## config.mk

```make
export PLATFORM = sky130hd
export DESIGN_NAME = axi_reg_bank
export DESIGN_NICKNAME = d
export VERILOG_FILES = /design/src/rtl/axi_reg_bank.sv
export SDC_FILE = /design/constraint.sdc
export NUM_CORES = 1
export LEC_CHECK = 0
export CAP_MARGIN = 20
export CORE_MARGIN = 3
export CORE_UTILIZATION = 25
export CTS_CLUSTER_SIZE = 25
export DETAILED_ROUTE_END_ITERATION = 7
export GPL_TIMING_DRIVEN = 0
export PLACE_DENSITY = 0.47
export SLEW_MARGIN = 25
export SYNTH_ARGS = -nofsm -noshare
export SYNTH_HDL_FRONTEND = slang
export SYNTH_SLANG_ARGS = --single-unit
```

## constraint.sdc

```tcl
create_clock -name axi_clk -period 1.9 [get_ports axi_clk]
set_input_delay 0.38 -clock axi_clk [delete_from_list [all_inputs] [get_ports axi_clk]]
set_output_delay 0.38 -clock axi_clk [all_outputs]
set_load 0.1 [all_outputs]
```

## src/rtl/axi_reg_bank.sv

```systemverilog
// AXI-Lite CSR bank: commits write-stage strobes, serves AR/R channels, drives start/irq to the core.
// Writes visible next cycle; read data one cycle after AR handshake; R held until RREADY.
module axi_reg_bank #(
    parameter int NUM_REGS = 16,
    parameter int AW       = $clog2(NUM_REGS) + 3
) (
    input  logic                   axi_clk,
    input  logic                   rstn,
    input  logic                   wr_valid,
    input  logic [AW-1:0]          wr_addr,
    input  logic [31:0]            wr_data,
    input  logic [AW-1:0]          read_addr,
    input  logic                   read_addr_valid,
    output logic                   read_addr_ready,
    output logic [31:0]            read_data,
    output logic [1:0]             read_resp,
    output logic                   read_data_valid,
    input  logic                   read_data_ready,
    input  logic                   core_busy,
    input  logic                   core_done,
    output logic                   start_pulse,
    output logic                   irq,
    output logic [32*NUM_REGS-1:0] reg_out
);
    localparam int IW = AW - 3;

    typedef enum logic {
        S_IDLE = 1'b0,
        S_RESP = 1'b1
    } state_t;

    state_t        state_q, state_d;
    logic          arready_q, arready_d;
    logic [31:0]   rdata_q, rdata_d;
    logic [1:0]    rresp_q, rresp_d;
    logic [31:1]   ctrl_q, ctrl_d;
    logic          done_q, done_d;
    logic          start_q, start_d;
    logic          irq_q, irq_d;
    logic [31:0]   gp_q [2:NUM_REGS-1];
    logic [31:0]   gp_d [2:NUM_REGS-1];

    logic [IW-1:0] wr_idx, rd_idx;
    logic          wr_hit, rd_in_range;
    logic [31:0]   img [NUM_REGS];
    logic [31:0]   rd_val;
    logic [1:0]    rd_resp;
    logic          unused_addr_lsbs;

    assign unused_addr_lsbs = ^{wr_addr[1:0], read_addr[1:0]};

    assign wr_idx      = wr_addr[AW-2:2];
    assign rd_idx      = read_addr[AW-2:2];
    assign wr_hit      = wr_valid && !wr_addr[AW-1] && (32'(wr_idx) < 32'(NUM_REGS));
    assign rd_in_range = !read_addr[AW-1] && (32'(rd_idx) < 32'(NUM_REGS));

    // Read image: START reads 0, STATUS busy is live, DONE is the sticky flop.
    always_comb begin
        reg_out = '0;
        img[0]  = {ctrl_q, 1'b0};
        img[1]  = {30'd0, done_q, core_busy};
        for (int k = 2; k < NUM_REGS; k++) begin
            img[k] = gp_q[k];
        end
        for (int k = 0; k < NUM_REGS; k++) begin
            reg_out[k*32 +: 32] = img[k];
        end
    end

    always_comb begin
        rd_val  = '0;
        rd_resp = 2'b10;
        if (rd_in_range) begin
            rd_resp = 2'b00;
            for (int k = 0; k < NUM_REGS; k++) begin
                if (32'(rd_idx) == k) begin
                    rd_val = img[k];
                end
            end
        end
    end

    always_comb begin
        ctrl_d  = ctrl_q;
        done_d  = done_q;
        start_d = 1'b0;
        gp_d    = gp_q;
        if (wr_hit) begin
            if (32'(wr_idx) == 0) begin
                ctrl_d  = wr_data[31:1];
                start_d = wr_data[0];
            end
            if (32'(wr_idx) == 1 && wr_data[1]) begin
                done_d = 1'b0;
            end
            for (int k = 2; k < NUM_REGS; k++) begin
                if (32'(wr_idx) == k) begin
                    gp_d[k] = wr_data;
                end
            end
        end
        // A completion in the same cycle as the clear must not be lost.
        if (core_done) begin
            done_d = 1'b1;
        end
        irq_d = done_q & ctrl_q[1];
    end

    always_comb begin
        state_d = state_q;
        rdata_d = rdata_q;
        rresp_d = rresp_q;
        case (state_q)
            S_IDLE: begin
                if (read_addr_valid && arready_q) begin
                    state_d = S_RESP;
                    rdata_d = rd_val;
                    rresp_d = rd_resp;
                end
            end
            S_RESP: begin
                if (read_data_ready) begin
                    state_d = S_IDLE;
                end
            end
            default: state_d = S_IDLE;
        endcase
        // Registered so ARREADY stays low until the first edge after reset release.
        arready_d = (state_d == S_IDLE);
    end

    always_ff @(posedge axi_clk or negedge rstn) begin
        if (!rstn) begin
            state_q   <= S_IDLE;
            arready_q <= 1'b0;
            rdata_q   <= '0;
            rresp_q   <= '0;
            ctrl_q    <= '0;
            done_q    <= 1'b0;
            start_q   <= 1'b0;
            irq_q     <= 1'b0;
            for (int k = 2; k < NUM_REGS; k++) begin
                gp_q[k] <= '0;
            end
        end else begin
            state_q   <= state_d;
            arready_q <= arready_d;
            rdata_q   <= rdata_d;
            rresp_q   <= rresp_d;
            ctrl_q    <= ctrl_d;
            done_q    <= done_d;
            start_q   <= start_d;
            irq_q     <= irq_d;
            gp_q      <= gp_d;
        end
    end

    assign read_addr_ready = arready_q;
    assign read_data_valid = (state_q == S_RESP);
    assign read_data       = rdata_q;
    assign read_resp       = rresp_q;
    assign start_pulse     = start_q;
    assign irq             = irq_q;

endmodule

```

==> results.md <==
- Overall power: between 50000 and 60000 µW
- P&R area growth vs syn: 35.2%
- Slew Viols, Final: 0
- Yosys warning total: 0
- RePlAce Congestion: between 0.9 and 1
- CP endpoint kind: register
- Avg Cell Area, Syn: around 12 µm²
- DPL Wire Length: 110000 µm
- Grt ovf: 0
- Fill cells: 9734
- Leakage Power: roughly 0.016 µW
- Antenna viol nets, final: 0
- Starting Density: 25.4%
- Hold Vio Cnt, Final: 0
- # clock sinks: 517
- Rel. slew slack: 48.7%
- Main flop type after synthesis: dfrtp_1
- Port buffer count: 563
- H-tree depth: 2
- Final Hold Slack: between 0.15 and 0.2 ns
- Critical Path RT: between 2 and 2.5 ns
- Startpoint types: register
- Drt pass-1 iters: 6
- RR Endpoint: read_data[7]
- Clock buffer depth: 3
- Yosys cell types: 65
- CTS tree: done
- Die Wd: around 320 µm
- CORE AREA: about 0.096 mm²
- Worst-path clk slew: 0.06 ns
- Clk_skew: 0.0109 ns
- Routed length per instance: 36.4 µm
- Initial drt markers: between 1500 and 2000
- Layout Cells excl Fill: approximately 4000
- Ports: ~600
- CP max FO: 2
- Die Ht: approximately 320 µm
- FF-to-FF setup slack: -0.24 ns
- Largest net degree at the start of global routing: between 90 and 100
- Clk_lat worst skew: 0.64 ns
- CTS Buf Count: 59
- Post-synth top area share: between 50% and 60%
- Status: finished, violations left
- Cell Pwr Density: 1640 mW/mm²
- Tmin final: 2.14 ns
- Via-to-Cell Ratio: roughly 5.3
- Setup Viol. Count Final: 19
- Placed Instances: around 3800
- Failing checks: negative setup slack
- Worst r2r path cells: 5
- Peak supply drop: about 0.64 mV
- Worst EP arrival: 2.63 ns
- Crit path to: read_data[7]
- Die ar.: 0.101 mm²
- First-pass GRT wire length: 193000 µm
- Gr usage total: 27.4%
- #FFs+latches synth: about 520
- Post-synth EDFFs: 0
- Maxcap violations: 0
- Final WL: approximately 140000 µm
- Tcrit/Tclk final: 113%
- Ranking of synthesized cells by area: dfrtp_1 (53%), mux2_2 (23%), o21ai_0 (2.0%), mux2i_1 (1.8%), a21oi_1 (1.6%)
- Tightest Pin Transition: 0.769 ns
- Sequential-to-total area share from yosys stat: roughly 53%
- Initial antenna violation count: 15
- Post-synth top area cell: dfrtp_1
- Syn Inst Count: between 1500 and 2000
- Vias in the first global route: ~21000
- Fmax: about 0.47 GHz
- Via count: approximately 21000
- Layout cell share with drive strength beyond 1: a little over half
- RSZ-0062 raised after global routing: true
- Hold Path Class: in -> async
- Num rows: around 110
- Synth async-reset ratio: 100%
- Worst r2r src: ctrl_q[7]
- Kind of critical path: reg -> reg
- Count of nets after finishing: 2687
- Critical Path Source: ctrl_q[7]
- Residual DRC: 0
- Worst Slack Setup Final: -0.241 ns
- Final Util: between 30% and 40%
- Clk root buf: clkbuf_16
- Post-Syn Area: ~0.024 mm²
==> layout by cell type, fill, tap and decap left out, drive strengths merged, types with 7 or more instances in the layout <==
cell type	Yosys	layout
a2111oi	11	11
a2bb2oi	7	7
a21boi	7	7
nand3	10	10
nor3	14	14
and2	16	16
conb	1	32
nor2b	17	17
nand2	104	104
a21oi	79	79
o21ai	109	109
clkbuf	61	211
o2111ai	7	7
a211oi	18	18
buf	143	635
clkdlybuf4s50	0	41
o21a	12	12
dfrtp	517	517
a221o	11	11
mux4	9	9
o22ai	27	27
mux2i	43	43
a22oi	25	25
a221oi	17	17
o32ai	9	9
inv	9	9
a31oi	7	7
clkinv	1	16
mux2	507	507
o221ai	12	12
nand2b	10	10
nor2	61	61
==> cells in the mapped netlist (all sizes together) (18+ instances only) <==
master  number
mux2i       43
clkbuf      61
nand2      104
mux2       507
a22oi       25
buf        143
nor2        61
a211oi      18
dfrtp      517
a21oi       79
o21ai      109
o22ai       27
==> what timing repair did <==
action | 4_1_cts | 5_1_grt
gates resized for setup | 2650 | 118
hold buffers | 1 | 0
endpoints found under the hold margin | 171 | 0
pin swaps | 15 | 12
setup buffers | 9 | 6
endpoints found under the setup margin | 931 | 431
gates cloned | 0 | 1
==> cell type report <==
type / instances / area, µm² / area share, %
sequential: 517 / 13000 / 39.4
multi-input combinational: 1250 / 10700 / 32.7
timing repair buffer: 592 / 4150 / 12.6
clock buffer: 95 / 1820 / 5.55
tap: 1265 / 1580 / 4.82
buffer: 204 / 1460 / 4.43
clock inverter: 16 / 83.8 / 0.255
inverter: 10 / 46.3 / 0.141
antenna: 5 / 12.5 / 0.0381
==> cells by family after synthesis <==
logic type      count (synthesis)  share of synthesized area (%)
mux                           559                           26.1
compound gates                404                           11.0
other cells                     1                         0.0154
flops                         517                           53.2
simple gates                  255                           4.99
buf+inv                       214                           4.60
==> stage by stage <==
stage	TNS (ns)	area (µm²)	worst slack, ns
CTS	-0.546	32500	-0.204
detailed placement	-468.25	31500	-1.90
global route	-0.772	32800	-0.218
floorplan	0	24400	0.00597
finish	-0.881	32800	-0.241
global placement	-	31600	-25.59
==> registers in the layout, summed over array words and instances (netlist names) <==
name,flops
irq,1
reg_out,448
read_addr_ready,1
read_data_valid,1
ctrl_q,31
read_data,32
start_pulse,1
read_resp,1
done_q,1
==> where the power goes <==
| group | internal (µW) | switching [µW] | leakage, µW | total, µW |
|---|---|---|---|---|
| clock | 6530 | 4980 | 0.000957 | 11500 |
| combinational | 4880 | 22100 | 0.00796 | 26900 |
| sequential | 13300 | 2320 | 0.00660 | 15600 |
| total | 24700 | 29400 | 0.0155 | 54000 |
==> worst max-delay path: stages (launching register included) <==
cell and delay (ns):
dfrtp_2 0.40, or2_4 0.22, a221o_1 0.30, a22o_1 0.31, a222oi_1 0.63, o21ai_1 0.13
==> how the worst min path moves through the flow <==
| stage | endpoint | slack [ns] | depth (start not counted) |
|---|---|---|---|
| 6_report | reg_out[442] | 0.18 | 2 |
| 5_1_grt | read_data[26] | 0.20 | 2 |
| 3_3_place_gp | read_data[13] | 0.48 | 1 |
| 2_1_floorplan | ctrl_q[10] | 0.08 | 0 |
| 3_5_place_dp | reg_out[506] | 0.24 | 1 |
| 4_1_cts | reg_out[503] | 0.17 | 2 |
==> per-layer routing <==
metal  vias up  track usage, %  part of all wire [%]
met2      1102            43.3                    45
met1     11000            34.0                    39
met5         -               0                 0.051
li1       8499               -                     -
met3       246            10.6                    11
met4        14            10.2                   4.4
Note: power is estimated with default switching activity, not from simulation.
